**src/rtl/tick_gen.sv**
```systemverilog
// ============================================================================
// Module   : tick_gen
// Purpose  : Cascaded prescaler producing one-cycle us/ms/s ticks, a seconds
//            counter and a 1 Hz-toggling LED, all driven straight from flops.
// Revision : 1.0 - initial release
// ============================================================================
`default_nettype none

module tick_gen #(
  parameter int CLK_PER_US = 27,
  parameter int US_PER_MS  = 1000,
  parameter int MS_PER_S   = 1000,
  parameter int SEC_W      = 32
) (
  input  logic             clk,
  input  logic             rst,
  input  logic             en,
  input  logic             clr,
  output logic             tick_us,
  output logic             tick_ms,
  output logic             tick_s,
  output logic [SEC_W-1:0] sec_cnt,
  output logic             led
);

  localparam int c_pre_w = (CLK_PER_US > 1) ? $clog2(CLK_PER_US) : 1;
  localparam int c_us_w  = (US_PER_MS  > 1) ? $clog2(US_PER_MS)  : 1;
  localparam int c_ms_w  = (MS_PER_S   > 1) ? $clog2(MS_PER_S)   : 1;

  localparam logic [c_pre_w-1:0] c_pre_max = c_pre_w'(CLK_PER_US - 1);
  localparam logic [c_us_w-1:0]  c_us_max  = c_us_w'(US_PER_MS - 1);
  localparam logic [c_ms_w-1:0]  c_ms_max  = c_ms_w'(MS_PER_S - 1);

  logic [c_pre_w-1:0] r_pre;
  logic [c_us_w-1:0]  r_us;
  logic [c_ms_w-1:0]  r_ms;
  logic [SEC_W-1:0]   r_sec;
  logic               r_led;
  logic               r_tick_us;
  logic               r_tick_ms;
  logic               r_tick_s;

  logic w_pre_wrap;
  logic w_us_wrap;
  logic w_ms_wrap;

  // Each wrap qualifies the next stage, so coincident ticks share one edge.
  assign w_pre_wrap = (r_pre == c_pre_max);
  assign w_us_wrap  = w_pre_wrap && (r_us == c_us_max);
  assign w_ms_wrap  = w_us_wrap  && (r_ms == c_ms_max);

  always_ff @(posedge clk) begin
    if (rst || clr) begin
      r_pre     <= '0;
      r_us      <= '0;
      r_ms      <= '0;
      r_sec     <= '0;
      r_led     <= 1'b0;
      r_tick_us <= 1'b0;
      r_tick_ms <= 1'b0;
      r_tick_s  <= 1'b0;
    end else if (en) begin
      r_tick_us <= w_pre_wrap;
      r_tick_ms <= w_us_wrap;
      r_tick_s  <= w_ms_wrap;

      r_pre <= w_pre_wrap ? '0 : r_pre + c_pre_w'(1);
      if (w_pre_wrap) begin
        r_us <= w_us_wrap ? '0 : r_us + c_us_w'(1);
      end
      if (w_us_wrap) begin
        r_ms <= w_ms_wrap ? '0 : r_ms + c_ms_w'(1);
      end
      if (w_ms_wrap) begin
        r_sec <= r_sec + SEC_W'(1);
        r_led <= ~r_led;
      end
    end else begin
      // Paused: counts hold, and ticks drop so no pulse can stretch.
      r_tick_us <= 1'b0;
      r_tick_ms <= 1'b0;
      r_tick_s  <= 1'b0;
    end
  end

  assign tick_us = r_tick_us;
  assign tick_ms = r_tick_ms;
  assign tick_s  = r_tick_s;
  assign sec_cnt = r_sec;
  assign led     = r_led;

endmodule

`default_nettype wire
```
**config.mk**
```make
export PLATFORM = sky130hd
export DESIGN_NAME = tick_gen
export DESIGN_NICKNAME = d
export VERILOG_FILES = /design/src/rtl/tick_gen.sv
export SDC_FILE = /design/constraint.sdc
export NUM_CORES = 1
export LEC_CHECK = 0
export ABC_AREA = 1
export CAP_MARGIN = 20
export CORE_MARGIN = 2
export CORE_UTILIZATION = 30
export DETAILED_ROUTE_END_ITERATION = 10
export PLACE_DENSITY = 0.55
export SKIP_CTS_REPAIR_TIMING = 1
export SYNTH_ARGS = -nofsm -noshare
export SYNTH_HDL_FRONTEND = slang
export SYNTH_SLANG_ARGS = --single-unit
```
**constraint.sdc**
```tcl
create_clock -name clk -period 2 [get_ports clk]
set_input_delay 0.3 -clock clk [delete_from_list [all_inputs] [get_ports clk]]
set_output_delay 0.3 -clock clk [all_outputs]
set_load 0.02 [all_outputs]
```
==> results of run 1 <==
## flip-flops by register name, indices dropped and copies added, names as in the netlist
register and flops:
r_us 10, r_pre 5, led 1, tick_us 1, tick_ms 1, r_ms 10
sec_cnt 32, tick_s 1
## power breakdown
group	total [W]	leakage (nW)	internal, W	switching [W]
Combinational	0.0000681	0.845	0.0000244	0.0000437
Sequential	0.00122	0.491	0.00122	0.00000191
Clock	0.00148	0.144	0.000956	0.000521
Total	0.00277	1.48	0.00220	0.000567
## cells by family (layout without fill, tap and decap cells)
family | Yosys count | after routing | synth area share, %
simple gates | 337 | 337 | 44.9
buf+inv | 71 | 129 | 8.38
flops | 61 | 61 | 36.0
xor+xnor | 6 | 6 | 1.55
compound gates | 44 | 44 | 7.31
fa+ha+maj | 5 | 5 | 1.85
## metrics by stage
stage          cell area, sq um  util [%]  worst slack [ns]
2_1_floorplan              3390         -             0.371
3_3_place_gp               4020      36.7            0.0783
3_5_place_dp               4020      36.7           0.00155
4_1_cts                    4300      39.3             0.210
5_1_grt                    4300      39.4            0.0239
6_report                   4300      39.4             0.222
## path summary, 6_finish.rpt
path          startpoint          end  cells after the start
min              r_ms[2]      r_ms[2]                      2
max reg2reg   sec_cnt[1]  sec_cnt[24]                      9
max          sec_cnt[27]  sec_cnt[27]                      1
min reg2reg      r_ms[2]      r_ms[2]                      2
## final cells by class
class / count / area [sq um] / area share (%)
multi-input combinational: 392 / 1890 / 43.9
clock inverter: 1 / 5.00 / 0.116
tap: 140 / 175 / 4.07
timing repair buffer: 51 / 493 / 11.5
sequential: 61 / 1220 / 28.4
clock buffer: 13 / 280 / 6.51
inverter: 64 / 240 / 5.58
## synth_stat cells (all sizes together)
cell type / number / area share [%]
a21oi: 15 / 2.3
nor3: 9 / 1.3
a31oi: 9 / 1.7
nand2: 139 / 16
nor3b: 1 / 0.22
inv: 64 / 7.1
a211oi: 3 / 0.66
o21bai: 2 / 0.44
dfxtp: 61 / 36
nand3: 42 / 7.4
xor2: 6 / 1.6
nand3b: 1 / 0.22
clkbuf: 3 / 0.33
nor2: 127 / 16
o21ai: 15 / 2.2
ha: 5 / 1.8
nand4: 17 / 3.3
or2: 1 / 0.18
buf: 4 / 0.96
## layer usage
layer	up-vias	routed length (um)
met5	-	0
met4	0	151
met3	12	415
met2	91	4130
met1	1537	4600
li1	1780	-
==> metrics.md, run 1 <==
| Metric | Value |
|---|---|
| Drt first pass iters | 5 |
| Post-synthesis sequential area ratio | 36.0% |
| Share of cells above drive strength 1 | 10.5% |
| Die height | 110 um |
| Setup Viol. Count Final | 0 |
| FILL cells | 1170 |
| Post-DP HPWL | 7090 um |
| Max-Cap Viols | 0 |
| Clock sink count | 61 |
| M1 GR Usage | 22.7% |
| Die width | 110 um |
| GRT overflow | 0 |
| Worst hold-check path type | flip-flop to flip-flop |
| Number of H-tree levels | 3 |
| PwrDens | 643 mW/mm^2 |
| Non-filler cells, final | 722 |
| Ys Warns | 0 |
| Setup TNS | 0 ns |
| CP delay by family, top | buffers and inverters |
| Worst-path cell chain | clkdlybuf4s50_1 |
| Largest net degree at the start of global routing | 30 |
| LEAKAGE | 1.48 nW |
| Yosys reg bits | 61 |
| Critical path buffers and inverters | 1 |
| P&R area growth vs syn | 27.0% |
| Clock transition at path regs | 0.05 ns |
| Hold Fails Final Rpt | 0 |
| # IOs | 40 |
| Crit. End Element | output port |
| Min Tclk post-route | 1.78 ns |
| WL/cell | 12.9 um |
| Number of global-route vias before repair | 3049 |
| Via count | 3420 |
| Post-route clock period utilization | 88.9% |
| Total inserted antenna cells | 0 |
| Crit start category | flip-flop |
| TritonCTS buffer count | 9 |
| Critical path class | flip-flop to output port |
| Nets | 588 |
| GRT busiest layer | met2 |
| Cell Area, Synth | 0.00339 sq mm |
| Die footprint | 0.0122 sq mm |
| R2r setup slk | 0.23 ns |
| Maximum vdd drop | 361 uV |
| Critical path required time | 1.70 ns |
| Max stage delay cell, worst path | clkdlybuf4s50_1 |
| Total track usage | 16.4% |
| Unrepaired setup endpoints after global routing | no |
| Worst Tran Pin Value | 0.384 ns |
| PortBufs | 39 |
| Slew margin rel. | 74.3% |
| Status | completed |
| Clk Latency, worst-skew pair | 0.32 ns |
| Site Rows | 38 |
| Met3 Track Usage GR | 3.00% |
| CORE AREA | 0.0109 sq mm |
| Syn nets | 533 |
| WL final | 9300 um |
| Post-DRT Antenna Nets | 0 |
| Syn Inst Count | 524 |
| Antenna violations before repair | 0 |
| Final Power | 0.00277 W |
| CP Data Arrival Time | 1.48 ns |
| Count of different cell masters after synthesis | 31 |
| Initial Utilization | 31.0% |
| DRT iter0 DRCs | 180 |
| Post-route DRC | 0 |
| CP max FO | 6 |
| Mean Syn Cell Area | 6.47 sq um |
| FMAX | 563 MHz |
| GRT met2 Usage | 25.5% |
| Max Root-Sink Buffers | 2 |
| First-pass GRT wire length | 15200 um |
| Clock skew | 0.00509 ns |
| Hold_ws | 0.462 ns |
| Drt via density | 4.74 |
| Commonest non-fill, non-tap cell in the layout | nand2_1 |
| CTS tree | built |
| CTS root buf | clkbuf_16 |
| Max incr delay on CP | 0.66 ns |
| Placed instance count | 708 |
| Most frequent cells in the layout | 135 x nand2_1, 111 x nor2_1, 61 x dfxtp_1, 56 x inv_1, 39 x clkdlybuf4s50_1 |
| Slew Viols, Final | 0 |
| GP Congestion | 0.916 |
Power figures use the tool's default switching activity.
==> run 2, diff against run 1 <==
- CAP_MARGIN: 20 -> 0
- clock period: 2 -> 1.92 ns (I/O delays scaled with it)
==> metrics.md, run 2 (synthesized netlist as in run 1, its figures left out) <==
| Metric | Value |
|---|---|
| Max Root-Sink Buffers | 2 (unchanged) |
| Nets | 594 (+1.0%) |
| Most frequent cells in the layout | 135 x nand2_1, 108 x nor2_1, 61 x dfxtp_1, 56 x inv_1, 39 x clkdlybuf4s50_1 |
| Drt via density | 4.72 (-0.46%) |
| Setup Viol. Count Final | 0 (unchanged) |
| Net Sw Power | 0.000614 W (+8.4%) |
| Worst slack at placement | 0.0241 ns (+0.0226 ns) |
| Crit. End Element | flip-flop |
| GRT met2 Usage | 25.0% (-0.44 points) |
| Clock transition at path regs | 0.05 ns (about the same) |
| WL final | 9210 um (-0.94%) |
| Commonest non-fill, non-tap cell in the layout | nand2_1 |
| Max-Cap Viols | 0 (unchanged) |
| PwrDens | 653 mW/mm^2 (+1.6%) |
| TritonCTS buffer count | 9 (unchanged) |
| CTS tree | built |
| Min Tclk post-route | 1.78 ns |
| WL/cell | 12.6 um (-2.0%) |
| Total track usage | 16.2% (-0.16 points) |
| Hold_ws | 0.476 ns (+0.0134 ns) |
| Max reg flops | 32 (unchanged) |
| Die footprint | 0.0122 sq mm (unchanged) |
| Worst-path cell chain | ha_1 > nand3_1 > nor2_1 > nand2_1 > nor2_1 > nand3_1 > nand2_1 > a21oi_2 |
| Number of global-route vias before repair | 3138 (+2.9%) |
| Clock skew | 0.00764 ns (+0.00255 ns) |
| Clk network pwr share | 52.9% (-0.5 points) |
| Die width | 110 um (unchanged) |
| Worst Tran Pin Value | 0.416 ns (+0.0314 ns) |
| CP delay by family, top | simple AND/OR/NAND/NOR gates |
| Comb pwr share | 2.4% (about the same) |
| GRT busiest layer | met2 |
| Sw Share | 21.6% (+1.1 points) |
| Worst hold-check path type | flip-flop to flip-flop |
| # IOs | 40 (unchanged) |
| Maximum vdd drop | 411 uV (+14%) |
| CP Data Arrival Time | 2.00 ns (+0.52 ns) |
| Largest net degree at the start of global routing | 17 (-43%) |
| Via count | 3442 (+0.64%) |
| Pint | 0.00223 W (+1.3%) |
| Drt first pass iters | 4 (-1) |
| GP Congestion | 0.904 (-1.4%) |
| First-pass GRT wire length | 15200 um (about the same) |
| Clk Latency, worst-skew pair | 0.33 ns (about the same) |
| Number of H-tree levels | 3 (unchanged) |
| FMAX | 562 MHz |
| Initial Utilization | 31.0% (unchanged) |
| Seq pwr share | 44.7% (+0.6 points) |
| Placed instance count | 714 (+0.85%) |
| GRT overflow | 0 (unchanged) |
| FILL cells | 1159 (-0.94%) |
| Antenna violations before repair | 0 (unchanged) |
| Post-DP HPWL | 6970 um (-1.6%) |
| Clock sink count | 61 (unchanged) |
| PortBufs | 39 (unchanged) |
| Hold Fails Final Rpt | 0 (unchanged) |
| Slew Viols, Final | 0 (unchanged) |
| Slew margin rel. | 72.2% (-2.1 points) |
| Site Rows | 38 (unchanged) |
| Max incr delay on CP | 0.39 ns (-0.27 ns) |
| P&R area growth vs syn | 28.5% |
| Met3 Track Usage GR | 2.59% (-0.41 points) |
| Setup TNS | 0 ns (unchanged) |
| Total inserted antenna cells | 0 (unchanged) |
| Unrepaired setup endpoints after global routing | no |
| Die height | 110 um (unchanged) |
| Critical path required time | 2.14 ns (+0.44 ns) |
| Share of cells above drive strength 1 | 12.0% (+1.6 points) |
| Post-route clock period utilization | 92.6% |
| M1 GR Usage | 22.0% (-0.70 points) |
| CP max FO | 5 (-1) |
| Max stage delay cell, worst path | dfxtp_1 |
| Non-filler cells, final | 730 (+1.1%) |
| Final WS setup | 0.142 ns (-0.0806 ns) |
| Critical path class | flip-flop to flip-flop |
| Post-route DRC | 0 (unchanged) |
| CORE AREA | 0.0109 sq mm (unchanged) |
| CTS root buf | clkbuf_16 |
| Post-DRT Antenna Nets | 0 (unchanged) |
| Status | completed |
| Crit start category | flip-flop |
| DRT iter0 DRCs | 195 (+8.3%) |
| Critical path buffers and inverters | 0 (-1) |
| LEAKAGE | 1.50 nW (+1.6%) |
## run 2: changes by cell type in the layout (fill, tap and decap cells not counted), sizes merged
cell,change
clkbuf,-1
buf,+6
clkinv,+2
clkinvlp,+1
## run 2: power groups by stage
stage / combinational, W / clock, W / sequential [W]
5_1_grt: 0.0000765 / 0.00159 / 0.00127
4_1_cts: 0.0000690 / 0.00154 / 0.00127
2_1_floorplan: 0.0000416 / 0 / 0.00130
3_3_place_gp: 0.0000676 / 0 / 0.00130
6_report: 0.0000684 / 0.00150 / 0.00127
3_5_place_dp: 0.0000686 / 0 / 0.00130
## run 2: final cells by class
type | instances | area, sq um | share of cell area [%]
Timing Repair Buffer | 57 | 538 | 12.4
Tap cell | 140 | 175 | 4.02
Inverter | 64 | 240 | 5.52
Multi-Input combinational cell | 392 | 1900 | 43.7
Clock buffer | 12 | 256 | 5.89
Clock inverter | 4 | 22.5 | 0.517
Sequential cell | 61 | 1220 | 28.0
## run 2: worst paths after layout
check | to | from | cells after the start | slack [ns]
worst max-delay path | sec_cnt[10] | sec_cnt[1] | 8 | 0.14
worst min-delay path | r_us[6] | r_us[6] | 1 | 0.48
worst max register to register | sec_cnt[10] | sec_cnt[1] | 8 | 0.14
worst min register to register | r_us[6] | r_us[6] | 1 | 0.48
## run 2: stage by stage
stage               instance area (sq um)  util, %  power [W]
floorplan                            3390        -    0.00134
global placement                     4060     37.1    0.00137
detailed placement                   4060     37.1    0.00137
CTS                                  4340     39.7    0.00288
global route                         4360     39.8    0.00293
finish                               4360     39.8    0.00284
## run 2: routing by layer
metal / wire [um] / up-vias
li1: - / 1792
met1: 4480 / 1553
met2: 4110 / 81
met3: 409 / 16
met4: 205 / 0
met5: 0 / -
